<file path="src/rtl/ps2_scan_rx_pkg.sv">
// rtl/ps2_scan_rx_pkg.sv - shared PS/2 receiver types and constants
// Purpose: prefix byte values, frame-state enum, event record and parity helper
//          shared by the PS/2 scan-code receiver, its event FIFO and interface.
// Ports:   none (package).
package ps2_pkg;

  localparam int          PS2_CODE_W  = 8;
  localparam logic [7:0]  PS2_PFX_EXT = 8'hE0;
  localparam logic [7:0]  PS2_PFX_BRK = 8'hF0;

  typedef enum logic [1:0] {
    IDLE,
    DATA,
    PARITY,
    STOP
  } ps2_state_t;

  typedef struct packed {
    logic [7:0] code;
    logic       ext;
    logic       brk;
  } ps2_evt_t;

  // Odd parity: the 8 data bits plus the parity bit must hold an odd number of ones.
  function automatic logic ps2_parity_ok(input logic [7:0] data, input logic par);
    return ^{data, par};
  endfunction

endpackage

</file>
<file path="src/rtl/ps2_scan_rx_if.sv">
// rtl/ps2_scan_rx_if.sv - key-event stream handshake between receiver and consumer
// Purpose: groups the event stream (valid/ready plus payload) into one bundle.
// Ports:   evt_valid  head event present (receiver -> consumer)
//          evt_ready  consumer pops head when evt_valid & evt_ready
//          evt_code   scan code of head event
//          evt_ext    head event was preceded by E0
//          evt_brk    head event was preceded by F0 (release)
interface ps2_scan_rx_if;
  import ps2_pkg::*;

  logic                  evt_valid;
  logic                  evt_ready;
  logic [PS2_CODE_W-1:0] evt_code;
  logic                  evt_ext;
  logic                  evt_brk;

  modport master (
    output evt_valid,
    output evt_code,
    output evt_ext,
    output evt_brk,
    input  evt_ready
  );

  modport slave (
    input  evt_valid,
    input  evt_code,
    input  evt_ext,
    input  evt_brk,
    output evt_ready
  );

endinterface

</file>
<file path="src/rtl/ps2_scan_rx_evt_fifo.sv">
// rtl/ps2_scan_rx_evt_fifo.sv - first-word-fall-through event FIFO
// Purpose: small FWFT FIFO holding decoded key events; head data is presented
//          whenever head_valid is high and held until popped.
// Ports:   clk, resetn    clock, synchronous active-low reset
//          push/push_data write side; a push while full without a pop is dropped
//          pop            pop request, ignored when empty
//          head_valid/head_data  current head entry (zero when empty)
//          count          entries held
//          overflow       one-cycle pulse when a push is dropped
module ps2_evt_fifo #(
  parameter int DEPTH = 8,
  parameter int WIDTH = 10
) (
  input  logic                     clk,
  input  logic                     resetn,
  input  logic                     push,
  input  logic [WIDTH-1:0]         push_data,
  input  logic                     pop,
  output logic                     head_valid,
  output logic [WIDTH-1:0]         head_data,
  output logic [$clog2(DEPTH):0]   count,
  output logic                     overflow
);

  localparam int AW = $clog2(DEPTH);
  localparam int CW = AW + 1;

  logic [WIDTH-1:0] mem [DEPTH];
  logic [AW-1:0]    wr_ptr;
  logic [AW-1:0]    rd_ptr;
  logic             empty;
  logic             full;
  logic             do_pop;
  logic             do_push;

  assign empty    = (count == '0);
  assign full     = (count == CW'(DEPTH));
  assign do_pop   = pop & ~empty;
  // A full FIFO still takes a push when the head leaves in the same cycle.
  assign do_push  = push & (~full | do_pop);
  assign overflow = push & full & ~do_pop;

  assign head_valid = ~empty;
  assign head_data  = empty ? '0 : mem[rd_ptr];

  always_ff @(posedge clk) begin
    if (!resetn) begin
      wr_ptr <= '0;
      rd_ptr <= '0;
      count  <= '0;
    end else begin
      if (do_push) wr_ptr <= wr_ptr + 1'b1;
      if (do_pop)  rd_ptr <= rd_ptr + 1'b1;
      if (do_push && !do_pop)      count <= count + 1'b1;
      else if (do_pop && !do_push) count <= count - 1'b1;
    end
  end

  always_ff @(posedge clk) begin
    if (do_push) mem[wr_ptr] <= push_data;
  end

endmodule

</file>
<file path="src/rtl/ps2_scan_rx.sv">
// rtl/ps2_scan_rx.sv - PS/2 device-to-host scan-code receiver with event FIFO
// Purpose: synchronises PS2_CLK/PS2_DAT, frames 11-bit PS/2 words, checks odd
//          parity and stop bit, abandons stalled frames, folds E0/F0 prefixes
//          into event flags (unless RAW_MODE) and queues events in a FWFT FIFO.
// Ports:   CLOCK_50, Resetn  system clock, synchronous active-low reset
//          PS2_CLK, PS2_DAT  asynchronous device lines (receive only)
//          evt               event stream (valid/ready/code/ext/brk)
//          fifo_count        entries held in the event FIFO
//          err_flags         sticky {overflow, frame_err, parity_err}
//          err_clr           one-cycle pulse clears err_flags (a new error wins)
// FIFO_DEPTH must be a power of two in 2..64.
module ps2_scan_rx
  import ps2_pkg::*;
#(
  parameter int FIFO_DEPTH  = 8,
  parameter int TIMEOUT_CYC = 100000,
  parameter int RAW_MODE    = 0
) (
  input  logic                        CLOCK_50,
  input  logic                        Resetn,
  input  logic                        PS2_CLK,
  input  logic                        PS2_DAT,
  ps2_scan_rx_if.master               evt,
  output logic [$clog2(FIFO_DEPTH):0] fifo_count,
  output logic [2:0]                  err_flags,
  input  logic                        err_clr
);

  localparam int WD_W = $clog2(TIMEOUT_CYC + 1);

  logic clk_s1, clk_s2, clk_s3;
  logic dat_s1, dat_s2;
  logic fall;

  ps2_state_t state;
  logic [2:0]      bit_cnt;
  logic [7:0]      shift_q;
  logic            par_q;
  logic [WD_W-1:0] wd_cnt;
  logic            ext_pend;
  logic            brk_pend;
  logic            push_q;
  ps2_evt_t        push_evt;

  logic     timeout_now;
  logic     frame_err_now;
  logic     parity_err_now;
  logic     byte_ok;
  logic     fifo_ovf;
  ps2_evt_t head;

  // Idle PS/2 bus is high, so the synchronisers reset to 1 to avoid a bogus edge.
  always_ff @(posedge CLOCK_50) begin
    if (!Resetn) begin
      clk_s1 <= 1'b1;
      clk_s2 <= 1'b1;
      clk_s3 <= 1'b1;
      dat_s1 <= 1'b1;
      dat_s2 <= 1'b1;
    end else begin
      clk_s1 <= PS2_CLK;
      clk_s2 <= clk_s1;
      clk_s3 <= clk_s2;
      dat_s1 <= PS2_DAT;
      dat_s2 <= dat_s1;
    end
  end

  assign fall = clk_s3 & ~clk_s2;

  // Watchdog fires one cycle before the count would reach TIMEOUT_CYC, i.e. on
  // the TIMEOUT_CYC-th idle cycle; a fall in that cycle rescues the frame.
  assign timeout_now    = (state != IDLE) && !fall && (wd_cnt == WD_W'(TIMEOUT_CYC - 1));
  assign frame_err_now  = ((state == STOP) && fall && !dat_s2) || timeout_now;
  assign parity_err_now = (state == STOP) && fall && dat_s2 && !ps2_parity_ok(shift_q, par_q);
  assign byte_ok        = (state == STOP) && fall && dat_s2 &&  ps2_parity_ok(shift_q, par_q);

  always_ff @(posedge CLOCK_50) begin
    if (!Resetn) begin
      state    <= IDLE;
      bit_cnt  <= 3'd0;
      shift_q  <= 8'h00;
      par_q    <= 1'b0;
      wd_cnt   <= '0;
      ext_pend <= 1'b0;
      brk_pend <= 1'b0;
      push_q   <= 1'b0;
      push_evt <= '0;
    end else begin
      push_q <= 1'b0;

      if (state == IDLE || fall) wd_cnt <= '0;
      else                       wd_cnt <= wd_cnt + 1'b1;

      if (timeout_now) begin
        state <= IDLE;
      end else if (fall) begin
        case (state)
          IDLE: begin
            if (!dat_s2) begin
              state   <= DATA;
              bit_cnt <= 3'd0;
            end
          end
          DATA: begin
            shift_q <= {dat_s2, shift_q[7:1]};
            bit_cnt <= bit_cnt + 3'd1;
            if (bit_cnt == 3'd7) state <= PARITY;
          end
          PARITY: begin
            par_q <= dat_s2;
            state <= STOP;
          end
          STOP:    state <= IDLE;
          default: state <= IDLE;
        endcase
      end

      // A corrupted frame may have been the real key byte, so stale prefixes
      // must not attach to whatever arrives next.
      if (frame_err_now || parity_err_now) begin
        ext_pend <= 1'b0;
        brk_pend <= 1'b0;
      end else if (byte_ok) begin
        if (RAW_MODE != 0) begin
          push_q   <= 1'b1;
          push_evt <= '{code: shift_q, ext: 1'b0, brk: 1'b0};
        end else if (shift_q == PS2_PFX_EXT) begin
          ext_pend <= 1'b1;
        end else if (shift_q == PS2_PFX_BRK) begin
          brk_pend <= 1'b1;
        end else begin
          push_q   <= 1'b1;
          push_evt <= '{code: shift_q, ext: ext_pend, brk: brk_pend};
          ext_pend <= 1'b0;
          brk_pend <= 1'b0;
        end
      end
    end
  end

  always_ff @(posedge CLOCK_50) begin
    if (!Resetn) err_flags <= 3'b000;
    else         err_flags <= (err_flags & ~{3{err_clr}}) |
                              {fifo_ovf, frame_err_now, parity_err_now};
  end

  ps2_evt_fifo #(
    .DEPTH (FIFO_DEPTH),
    .WIDTH ($bits(ps2_evt_t))
  ) u_fifo (
    .clk        (CLOCK_50),
    .resetn     (Resetn),
    .push       (push_q),
    .push_data  (push_evt),
    .pop        (evt.evt_ready),
    .head_valid (evt.evt_valid),
    .head_data  (head),
    .count      (fifo_count),
    .overflow   (fifo_ovf)
  );

  assign evt.evt_code = head.code;
  assign evt.evt_ext  = head.ext;
  assign evt.evt_brk  = head.brk;

endmodule
</file>
<file path="src/flat_wrapper.sv">
// flat-port wrapper written by rule: the top's interface ports become plain ports
module ps2_scan_rx_flat import ps2_pkg::*;
#(
  parameter int FIFO_DEPTH  = 8,
  parameter int TIMEOUT_CYC = 100000,
  parameter int RAW_MODE    = 0
)
  (CLOCK_50, Resetn, PS2_CLK, PS2_DAT, fifo_count, err_flags, err_clr, evt_evt_valid, evt_evt_code, evt_evt_ext, evt_evt_brk, evt_evt_ready);
  ps2_scan_rx_if evt_i ();
  input  logic CLOCK_50;
  input  logic Resetn;
  input  logic PS2_CLK;
  input  logic PS2_DAT;
  output logic [$clog2(FIFO_DEPTH):0] fifo_count;
  output logic [2:0] err_flags;
  input  logic err_clr;
  output wire logic [$bits(evt_i.evt_valid)-1:0] evt_evt_valid;
  output wire logic [$bits(evt_i.evt_code)-1:0] evt_evt_code;
  output wire logic [$bits(evt_i.evt_ext)-1:0] evt_evt_ext;
  output wire logic [$bits(evt_i.evt_brk)-1:0] evt_evt_brk;
  input wire logic [$bits(evt_i.evt_ready)-1:0] evt_evt_ready;
  assign evt_evt_valid = evt_i.evt_valid;
  assign evt_evt_code = evt_i.evt_code;
  assign evt_evt_ext = evt_i.evt_ext;
  assign evt_evt_brk = evt_i.evt_brk;
  assign evt_i.evt_ready = evt_evt_ready;
  ps2_scan_rx #(.FIFO_DEPTH(FIFO_DEPTH), .TIMEOUT_CYC(TIMEOUT_CYC), .RAW_MODE(RAW_MODE)) u_core (.CLOCK_50(CLOCK_50), .Resetn(Resetn), .PS2_CLK(PS2_CLK), .PS2_DAT(PS2_DAT), .evt(evt_i), .fifo_count(fifo_count), .err_flags(err_flags), .err_clr(err_clr));
endmodule
</file>
<file path="config.mk">
export PLATFORM = sky130hd
export DESIGN_NAME = ps2_scan_rx_flat
export DESIGN_NICKNAME = d
export VERILOG_FILES = /design/src/rtl/ps2_scan_rx_pkg.sv /design/src/rtl/ps2_scan_rx_if.sv /design/src/rtl/ps2_scan_rx_evt_fifo.sv /design/src/rtl/ps2_scan_rx.sv /design/src/flat_wrapper.sv
export SDC_FILE = /design/constraint.sdc
export NUM_CORES = 1
export LEC_CHECK = 0
export ABC_AREA = 1
export CAP_MARGIN = 10
export CORE_MARGIN = 2
export CORE_UTILIZATION = 50
export DETAILED_ROUTE_END_ITERATION = 10
export PLACE_DENSITY = 0.81
export SETUP_SLACK_MARGIN = 0.05
export SYNTH_ARGS = -nofsm -noshare
export SYNTH_HDL_FRONTEND = slang
export SYNTH_SLANG_ARGS = --single-unit
</file>
<file path="constraint.sdc">
create_clock -name CLOCK_50 -period 2.1 [get_ports CLOCK_50]
set_input_delay 0.42 -clock CLOCK_50 [delete_from_list [all_inputs] [get_ports CLOCK_50]]
set_output_delay 0.42 -clock CLOCK_50 [all_outputs]
set_load 0.02 [all_outputs]
</file>
==> impl_results.md, run 1 <==
- First-pass DRT Iterations: 5
- Routability cong.: 0.842
- Largest net degree at the start of global routing: 22
- Sequential-to-total area share from yosys stat: about three fifths
- Detail Route Antenna Nets: 0
- Hold Crit Class: reg -> reg
- Routed WL: 13,800 um
- Worst Skew: 0.0104 ns
- DRC: 0
- Setup TNS: -0.0647 ns
- Headroom to the max-slew limit: 68.6%
- Clk_lat worst skew: 0.42 ns
- Die Y: 114 um
- Hold Violations, Final: 0
- DIE AREA: 0.0130 sq mm
- CTS tree: yes
- Tmin final: approximately 2.1 ns
- Peak VDD IR: just over 0.0008 V
- Fin util: 64.9%
- Final std cells w/o fill: 884
- Vias: 4,738
- Min setup slack post-route: -0.0471 ns
- Clock buffer depth: 2
- Num ports: 24
- Clock H-tree levels: 4
- RSZ-0062 raised after global routing: yes
- Kind of critical path: reg -> out
- GRT Util Overall: between 20% and 30%
- Share of layout cells above drive strength 1: between 20 and 25%
- Placed cells: 837
- Detailed Place HPWL: 8520 um
- Failing checks: negative setup slack
- Horiz. Die Dim: 114 um
- # fillers: between 900 and 1,000
- Setup-failing EPs final: 4
- Most used DFF post-synth: edfxtp_1
- Vias per cell: 5.36
- Power Dens Cells: roughly 1100 mW/mm^2
- Core Area: 0.0119 sq mm
- Ant diodes: 0
- Most numerous cell in the Yosys netlist: nor2_1
- Highest Clock Rate: 466 MHz
- CTS Hold Bufs: 0
- Vias in the first global route: 4,456
- Root Driver: clkbuf_16
- Top cell type by total area after synthesis: edfxtp_1
- Crit path DAT: 1.73 ns
- CTS Sinks: about 150
- Min Hold Slack: 0.411 ns
- Fraction of registers with async set/reset: 0%
- Post-synth cell types: 31
- Syn Inst Count: between 600 and 700
- Port Buffers: 23
- Cell Area, Synth: 0.00605 sq mm
- Initial Util: between 50% and 60%
- Place WS: -0.345 ns
- CTS buffer count: 17
- Final nets: 743
- LEAKAGE: 3.02 nW
- Commonest cells in the netlist: nor2_1 (112), nand2_1 (104), edfxtp_1 (80), o21ai_0 (73), dfxtp_1 (65)
- Final Slew Violations: 0
- #FFs+latches synth: 145
- Status: finished, violations left
- Antenna violations before repair: 0
- Syn nets: 669
- Iter 0 DRT Violations: 420
- Worst Path Required: 1.68 ns
- Avg Cell Area, Syn: 9.31 sq um
- Worst-path clk slew: 0.06 ns
- Top cell type's share of synthesized area: between 30 and 40%
- Worst setup SP type: flop
- First-pass GRT wire length: 20,900 um
- Grt ovf: 0
- Routed len/inst: 15.6 um
- Site Rows: 40
- Yosys warns: 0
- Crit path capture type: output pin
- Post-synth EDFFs: 80
- Final worst-path cycle share: 102%
- Crit Path Max Fanout: 7
- Area grow syn2layout: 27.7%
- Max-cap violations: 0
- Slew @ Worst Pin: 0.470 ns
- Ranking of synthesized cells by area: edfxtp_1 (40%), dfxtp_1 (22%), nor2_1 (6.9%)
## layout make-up
class	instances	area [sq um]	share of cell area [%]
inverter	68	267	3.45
multi-input combinational	414	2260	29.3
clock inverter	14	140	1.81
sequential	145	3720	48.2
timing repair buffer	78	724	9.38
clock buffer	18	429	5.55
tap	147	184	2.38
## what timing repair did
action                     CTS  global route
cloned                       3             2
setup buffers                4             7
pin swaps                   13            41
setup endpoints to repair   12            14
resized for setup          101           102
## logic make-up after synthesis
family | count (synthesis) | share of synthesized area, %
AO/OA/AOI/OAI | 139 | 12.1
adder cells (fa/ha/maj) | 13 | 2.81
buffers and inverters | 91 | 5.85
XOR/XNOR | 1 | 0.145
flip-flops | 145 | 61.2
AND/OR/NAND/NOR | 261 | 17.9
## worst paths after layout
kind	startpoint	to	slack (ns)	depth (start not counted)
setup / recovery	flop	evt_evt_code[4]	-0.05	7
hold / removal	u_core.dat_s1	u_core.dat_s2	0.41	1
setup reg to reg	u_core.u_fifo.count[0]	u_core.u_fifo.count[3]	0.02	16
hold reg to reg	u_core.dat_s1	u_core.dat_s2	0.41	1
## layer usage
| layer | up-vias | routed length (um) | GRT usage (%) | part of all wire [%] |
|---|---|---|---|---|
| met5 | - | 0 | 0 | 0 |
| met4 | 0 | 260 | 7.72 | 1.9 |
| met3 | 25 | 659 | 4.99 | 4.8 |
| met2 | 139 | 7160 | 36.0 | 52 |
| met1 | 2238 | 5700 | 24.8 | 41 |
| li1 | 2336 | - | - | - |
## critical path: stages, from the launching register on
cell     delay (ns)
dfxtp_4        0.42
buf_8          0.16
buf_12         0.14
nor2_4         0.03
nor2_1         0.10
o21ai_1        0.09
a31oi_1        0.20
buf_4          0.17
## registers in the layout, indices dropped and copies added, names as in the netlist, named ones only
register              flops
u_core.dat_s1             1
u_core.push_evt          10
u_core.push_q             1
u_core.wd_cnt            17
u_core.clk_s1             1
u_core.u_fifo.mem        80
u_core.clk_s2             1
u_core.clk_s3             1
u_core.brk_pend           1
u_core.u_fifo.wr_ptr      3
u_core.u_fifo.count       4
u_core.state              2
u_core.err_flags          3
u_core.par_q              1
u_core.dat_s2             1
u_core.bit_cnt            3
u_core.shift_q            8
u_core.u_fifo.rd_ptr      3
u_core.ext_pend           1
## cell usage in the layout, fill, tap and decap left out, drive strengths merged, types with 5 or more instances in the layout
| cell type | synthesis | layout |
|---|---|---|
| buf | 3 | 63 |
| or2 | 5 | 5 |
| a21oi | 41 | 41 |
| dfxtp | 65 | 65 |
| nand3 | 16 | 16 |
| inv | 68 | 69 |
| o22ai | 10 | 10 |
| a31oi | 11 | 11 |
| clkinv | 0 | 9 |
| nor3 | 7 | 7 |
| edfxtp | 80 | 80 |
| nor2 | 115 | 115 |
| ha | 12 | 12 |
| o21ai | 73 | 73 |
| clkbuf | 20 | 21 |
| nand4 | 9 | 9 |
| clkdlybuf4s50 | 0 | 12 |
| nand2 | 106 | 106 |
## through the flow
step | area (sq um) | total power, mW
3_5_place_dp | 6710 | 5.22
4_1_cts | 7360 | 8.27
3_3_place_gp | 6710 | 5.17
2_1_floorplan | 6100 | 4.32
6_report | 7730 | 8.77
5_1_grt | 7730 | 9.15
## report_power, final
group	leakage (nW)	internal, mW	switching, mW
Sequential	1.32	3.06	0.0827
Clock	0.282	1.74	1.16
Combinational	1.42	1.26	1.47
Total	3.02	6.06	2.70
(Power assumes the default switching activity.)
==> run 2, diff against run 1 <==
--- a/config.mk
+++ b/config.mk
@@ -7,8 +7,9 @@
 export LEC_CHECK = 0
 export ABC_AREA = 1
 export CAP_MARGIN = 10
-export CORE_MARGIN = 2
+export CORE_MARGIN = 3
 export CORE_UTILIZATION = 50
+export CTS_CLUSTER_SIZE = 40
 export DETAILED_ROUTE_END_ITERATION = 10
 export PLACE_DENSITY = 0.81
 export SETUP_SLACK_MARGIN = 0.05
==> impl_results.md, run 2 (synthesized netlist as in run 1, its figures left out) <==
- Hold endpoint: u_core.clk_s2
- Crit path capture type: output pin
- Initial Util: 52.1% (+1.3 points)
- Largest net degree at the start of global routing: 31 (+41%)
- Worst r2r src: u_core.u_fifo.count[0]
- Status: finished, violations left
- Peak VDD IR: 0.000639 V (-22%)
- Clk_lat worst skew: 0.42 ns (about the same)
- LEAKAGE: 2.98 nW (-1.2%)
- Hold Violations, Final: 0 (unchanged)
- HP Start: u_core.clk_s1
- Slew @ Worst Pin: 0.431 ns (-0.0394 ns)
- Final nets: 737 (-0.81%)
- Hold Path Cell Cnt: 1 (unchanged)
- Most frequent cells in the layout: nand2_1 (102), nor2_1 (97), edfxtp_1 (80)
- Grt ovf: 0 (unchanged)
- Detail Route Antenna Nets: 0 (unchanged)
- Min setup slack post-route: -0.115 ns (-0.0674 ns)
- Routed len/inst: 16.0 um (+2.7%)
- Iter 0 DRT Violations: 446 (+6.2%)
- R2R Setup Slk: 0.01 ns (about the same)
- CTS buffer count: 17 (unchanged)
- Clock buffer depth: 2 (unchanged)
- Vias in the first global route: 4,509 (+1.2%)
- Routed WL: 14,000 um (+1.6%)
- Worst Skew: 0.00797 ns (-0.00240 ns)
- Power Dens Cells: 1130 mW/mm^2 (-0.58%)
- DRC: 0 (unchanged)
- Placed cells: 830 (-0.84%)
- Max-cap violations: 0 (unchanged)
- Crit path DAT: 1.79 ns (+0.06 ns)
- Core Area: 0.0116 sq mm (-2.5%)
- Cell Area, Placed: 0.00673 sq mm (+0.34%)
- Headroom to the max-slew limit: 71.0% (+2.4 points)
- Setup TNS: -0.488 ns (-0.423 ns)
- Worst reg2reg endpoint: u_core.u_fifo.count[3]
- Tmin final: 2.21 ns (+0.0674 ns)
- Share of layout cells above drive strength 1: 20.5% (-3.6 points)
- Site Rows: 39 (-2.5%)
- DIE AREA: 0.0135 sq mm (+3.5%)
- Worst-path clk slew: 0.06 ns (about the same)
- Vias per cell: 5.49 (+2.3%)
- Biggest register: u_core.u_fifo.mem
- Failing checks: negative setup slack
- First-pass DRT Iterations: 5 (unchanged)
- Min Hold Slack: 0.411 ns (-0.000362 ns)
- Ant diodes: 0 (unchanged)
- Port Buffers: 23 (unchanged)
- RSZ-0062 raised after global routing: yes
- CTS tree: yes
- Area grow syn2layout: 26.3%
- Final std cells w/o fill: 874 (-1.1%)
- Worst setup SP type: flop
- Root Driver: clkbuf_16
- Commonest non-fill, non-tap cell in the layout: nand2_1
- Die Y: 116 um (+1.8%)
- CTS Sinks: 145 (unchanged)
- Place WS: -0.387 ns (-0.0420 ns)
- Fin util: 65.8% (+0.93 points)
- Max reg flops: 80 (unchanged)
- Final non-filler cell area: 0.00764 sq mm (-1.1%)
- Highest Clock Rate: 452 MHz (-3.0%)
- Final Slew Violations: 0 (unchanged)
- Hold Crit Class: reg -> reg
- Detailed Place HPWL: 8090 um (-5.0%)
- # fillers: 852 (-5.5%)
- Routability cong.: 0.804 (-4.5%)
- Kind of critical path: reg -> out
- Antenna violations before repair: 0 (unchanged)
- R2r worst-path depth: 16 (unchanged)
- Crit Path Max Fanout: 6 (-1)
- Clock H-tree levels: 4 (unchanged)
- Worst Path Required: 1.68 ns (about the same)
- GRT Util Overall: 20.3% (-0.31 points)
- Total Power: 8.62 mW (-1.7%)
- Setup-failing EPs final: 9 (+5)
- First-pass GRT wire length: 20,900 um (-0.13%)
- Largest registers: u_core.u_fifo.mem: 80 flops, u_core.wd_cnt: 17 flops, u_core.push_evt: 10 flops
- Horiz. Die Dim: 116 um (+1.8%)
- Vias: 4,794 (+1.2%)
- Num ports: 24 (unchanged)
- Final worst-path cycle share: 105% (+3.2 points)
[run 2: layer usage]
metal | part of all wire [%] | vias to the layer above | wire length, um | global-route usage, %
met5 | 0 | - | 0 | 0
met3 | 6.4 | 37 | 893 | 5.59
li1 | - | 2324 | - | -
met4 | 3.1 | 0 | 435 | 8.66
met2 | 51 | 181 | 7110 | 35.1
met1 | 40 | 2252 | 5570 | 23.8
[run 2: repair_timing]
action,4_1_cts,5_1_grt
buffers inserted,5,1
endpoints found under the setup margin,12,14
gates resized for setup,82,69
hold buffers,0,0
pin swaps,7,28
cloned,2,4
[run 2: how the worst max path moves through the flow]
stage	end	slack [ns]	depth (start not counted)	startpoint
after floorplan	u_core.u_fifo.count[3]	-0.04	16	u_core.u_fifo.count[1]
after global placement	u_core.u_fifo.count[3]	-0.32	15	evt_evt_ready
after detailed placement	u_core.u_fifo.count[3]	-0.39	15	evt_evt_ready
after CTS	evt_evt_code[4]	-0.05	7	flop
after global routing	u_core.u_fifo.count[3]	-0.18	16	u_core.u_fifo.count[0]
final	evt_evt_code[6]	-0.11	7	flop
[run 2: layout make-up]
cell class	instances	area, sq um	area share, %
clock buffers	19	433	5.66
clock inverters	13	114	1.49
inverters	68	265	3.47
multi-input cells	414	2160	28.2
flip-flops and latches	145	3720	48.7
well taps	143	179	2.34
repair buffers	72	774	10.1
[run 2: critical path: stages (launching register included)]
cell,delay (ns)
dfxtp_4,0.43
buf_12,0.16
buf_16,0.13
o21ai_2,0.05
o22ai_1,0.20
o21ai_1,0.10
a31oi_1,0.14
buf_4,0.16
[run 2: power by group]
group          switching (mW)  internal [mW]  leakage [nW]
clock                    1.15           1.62         0.255
sequential             0.0790           3.06          1.32
combinational            1.42           1.29          1.41
total                    2.65           5.97          2.98
==> run 3, diff against run 2 <==
--- a/config.mk
+++ b/config.mk
@@ -11,7 +11,7 @@
 export CORE_UTILIZATION = 50
 export CTS_CLUSTER_SIZE = 40
 export DETAILED_ROUTE_END_ITERATION = 10
-export PLACE_DENSITY = 0.81
+export PLACE_DENSITY = 0.79
 export SETUP_SLACK_MARGIN = 0.05
 export SYNTH_ARGS = -nofsm -noshare
 export SYNTH_HDL_FRONTEND = slang
==> constraint.sdc (replaced) <==
create_clock -name CLOCK_50 -period 2.4 [get_ports CLOCK_50]
set_input_delay 0.48 -clock CLOCK_50 [delete_from_list [all_inputs] [get_ports CLOCK_50]]
set_output_delay 0.48 -clock CLOCK_50 [all_outputs]
set_load 0.02 [all_outputs]
==> impl_results.md, run 3 (synthesized netlist as in run 1, its figures left out) <==
- Core Area: 0.0116 sq mm (unchanged)
- Routed len/inst: 15.5 um (-3.5%)
- Final Slew Violations: 0 (unchanged)
- # fillers: 916 (+7.5%)
- Site Rows: 39 (unchanged)
- Vias per cell: 5.45 (-0.69%)
- Met3 wire length: 763 um (-15%)
- DRC: 0 (unchanged)
- Tmin final: 2.26 ns
- Crit Path Max Fanout: 11 (+5)
- Highest Clock Rate: 443 MHz
- Commonest non-fill, non-tap cell in the layout: nor2_1
- CP delay by family, top: buffers and inverters
- Final nets: 724 (-1.8%)
- Kind of critical path: reg -> out
- Met1 wire length: 5470 um (-1.8%)
- Hold Violations, Final: 0 (unchanged)
- LEAKAGE: 2.88 nW (-3.6%)
- Initial Util: 52.1% (unchanged)
- Crit-path max cell delay: 0.63 ns (+0.20 ns)
- Num ports: 24 (unchanged)
- Setup TNS: 0 ns (+0.488 ns)
- First-pass GRT wire length: 21,500 um (+2.8%)
- Clk_lat worst skew: 0.41 ns (about the same)
- Antenna violations before repair: 0 (unchanged)
- Crit-path cells: inv_2 > nand3_2 > buf_4 > clkdlybuf4s50_1
- Worst setup SP type: flop
- Status: finished clean
- Multi-input logic area: 0.00203 sq mm (-6.1%)
- Detailed Place HPWL: 8580 um (+6.1%)
- Crit path capture type: output pin
- Final worst-path cycle share: 94.0%
- Slew @ Worst Pin: 0.431 ns (+0.000409 ns)
- Min Hold Slack: 0.410 ns (-0.00116 ns)
- Port Buffers: 23 (unchanged)
- CTS Sinks: 145 (unchanged)
- Largest registers: u_core.u_fifo.mem: 80 flops, u_core.wd_cnt: 17 flops, u_core.push_evt: 10 flops
- RSZ-0062 raised after global routing: yes
- Max reg flops: 80 (unchanged)
- Min setup slack post-route: 0.145 ns (+0.259 ns)
- Detail Route Antenna Nets: 0 (unchanged)
- DIE AREA: 0.0135 sq mm (unchanged)
- Sequential cell area: 0.00371 sq mm (-0.20%)
- Met2 wire len: 6840 um (-3.8%)
- Power Dens Cells: 989 mW/mm^2 (-12%)
- Routed WL: 13,300 um (-5.0%)
- Biggest register: u_core.u_fifo.mem
- Area grow syn2layout: 20.3%
- Largest net degree at the start of global routing: 27 (-13%)
- Root Driver: clkbuf_16
- Worst Path Required: 1.92 ns (+0.24 ns)
- Clock buffer depth: 2 (unchanged)
- Die Y: 116 um (unchanged)
- Setup-failing EPs final: 0 (-9)
- First-pass DRT Iterations: 5 (unchanged)
- Hold Path Cell Cnt: 1 (unchanged)
- Peak VDD IR: 0.000750 V (+17%)
- CTS tree: yes
- R2r worst-path depth: 16 (unchanged)
- Vias in the first global route: 4,488 (-0.47%)
- Place WS: -0.238 ns (+0.149 ns)
- Crit path DAT: 1.78 ns (about the same)
- Top routing layer used: met4
- Worst path slowest cell: clkdlybuf4s50_1
- Share of layout cells above drive strength 1: 14.3% (-6.2 points)
- Horiz. Die Dim: 116 um (unchanged)
- Vias: 4,690 (-2.2%)
- Critical path depth in cells: 4 (-3)
- Worst-path clk slew: 0.05 ns (about the same)
- Grt ovf: 0 (unchanged)
- Max-cap violations: 0 (unchanged)
- Headroom to the max-slew limit: 70.9% (about the same)
- CTS buffer count: 17 (unchanged)
- Routability cong.: 0.805 (about the same)
- Ant diodes: 0 (unchanged)
- Worst Skew: 0.00641 ns (-0.00156 ns)
- Buf/Inv on CP: 3 (unchanged)
- Hold Crit Class: reg -> reg
- Iter 0 DRT Violations: 444 (-0.45%)
- Clock H-tree levels: 4 (unchanged)
- GRT Util Overall: 20.7% (+0.41 points)
- Most frequent cells in the layout: nor2_1 (111), nand2_1 (102), edfxtp_1 (80)
[run 3: cell types whose count changed in the layout (fill, tap and decap cells not counted), moves of 3 or more]
cell	previous run	this run
clkbuf_1	2	5
o21ai_1	30	4
buf_8	3	0
o22ai_1	5	9
nor2_4	6	1
buf_2	0	4
o21ai_0	36	68
buf_12	5	2
buf_4	42	37
nor2_1	97	111
o21ai_2	7	1
nor2_2	12	3
clkinvlp_4	5	0
o22ai_2	5	1
[run 3: worst paths after layout]
check	start	endpoint	slack, ns
max	u_core.u_fifo.count[2]	evt_evt_valid	0.14
min	u_core.dat_s1	u_core.dat_s2	0.41
max reg2reg	u_core.u_fifo.count[0]	u_core.u_fifo.count[3]	0.18
min reg2reg	u_core.dat_s1	u_core.dat_s2	0.41
[run 3: power by group]
part	total (mW)	internal [mW]	switching, mW
registers	2.74	2.67	0.0730
clock network	2.66	1.69	0.966
logic	1.80	0.744	1.06
[run 3: layout make-up]
cell class | count | area share (%)
repair buffers | 59 | 7.00
clock inverters | 9 | 1.79
well taps | 143 | 2.46
flip-flops and latches | 145 | 51.0
clock buffers | 23 | 6.45
inverters | 68 | 3.51
multi-input cells | 414 | 27.8
[run 3: worst register-to-register path: stages (launching register included)]
cell and delay [ns]:
dfxtp_2 0.33, nor2_4 0.13, nand3_2 0.09, nand2_2 0.08, nand4_1 0.11, nand2_2 0.10, inv_1 0.06, ha_1 0.20
inv_1 0.10, ha_1 0.23, a21o_1 0.19, a21oi_2 0.13, nor2_1 0.05, nor2_1 0.08, nand2_1 0.07, o21ai_1 0.12
a21oi_1 0.05
[run 3: per-stage QoR]
step	instance area (sq um)	total power, mW	std cells	utilization, %
finish	7280	7.20	861	62.7
global route	7280	7.50	861	62.7
CTS	7240	7.13	858	62.3
detailed placement	6640	4.50	826	57.2
global placement	6640	4.44	826	57.2
floorplan	6050	3.72	650	-
[run 3: layer usage]
metal,global-route usage [%],up-vias
li1,-,2296
met5,0,-
met3,5.01,24
met1,24.3,2212
met4,8.51,0
met2,36.4,158
[run 3: what timing repair did]
item                                    in CTS  in global routing
hold buffers                                 0                  0
cloned                                       0                  2
pin swaps                                    2                  0
resized for setup                           50                 26
endpoints found under the setup margin      11                 11
setup buffers                                0                  1
endpoints found under the hold margin        0                  0
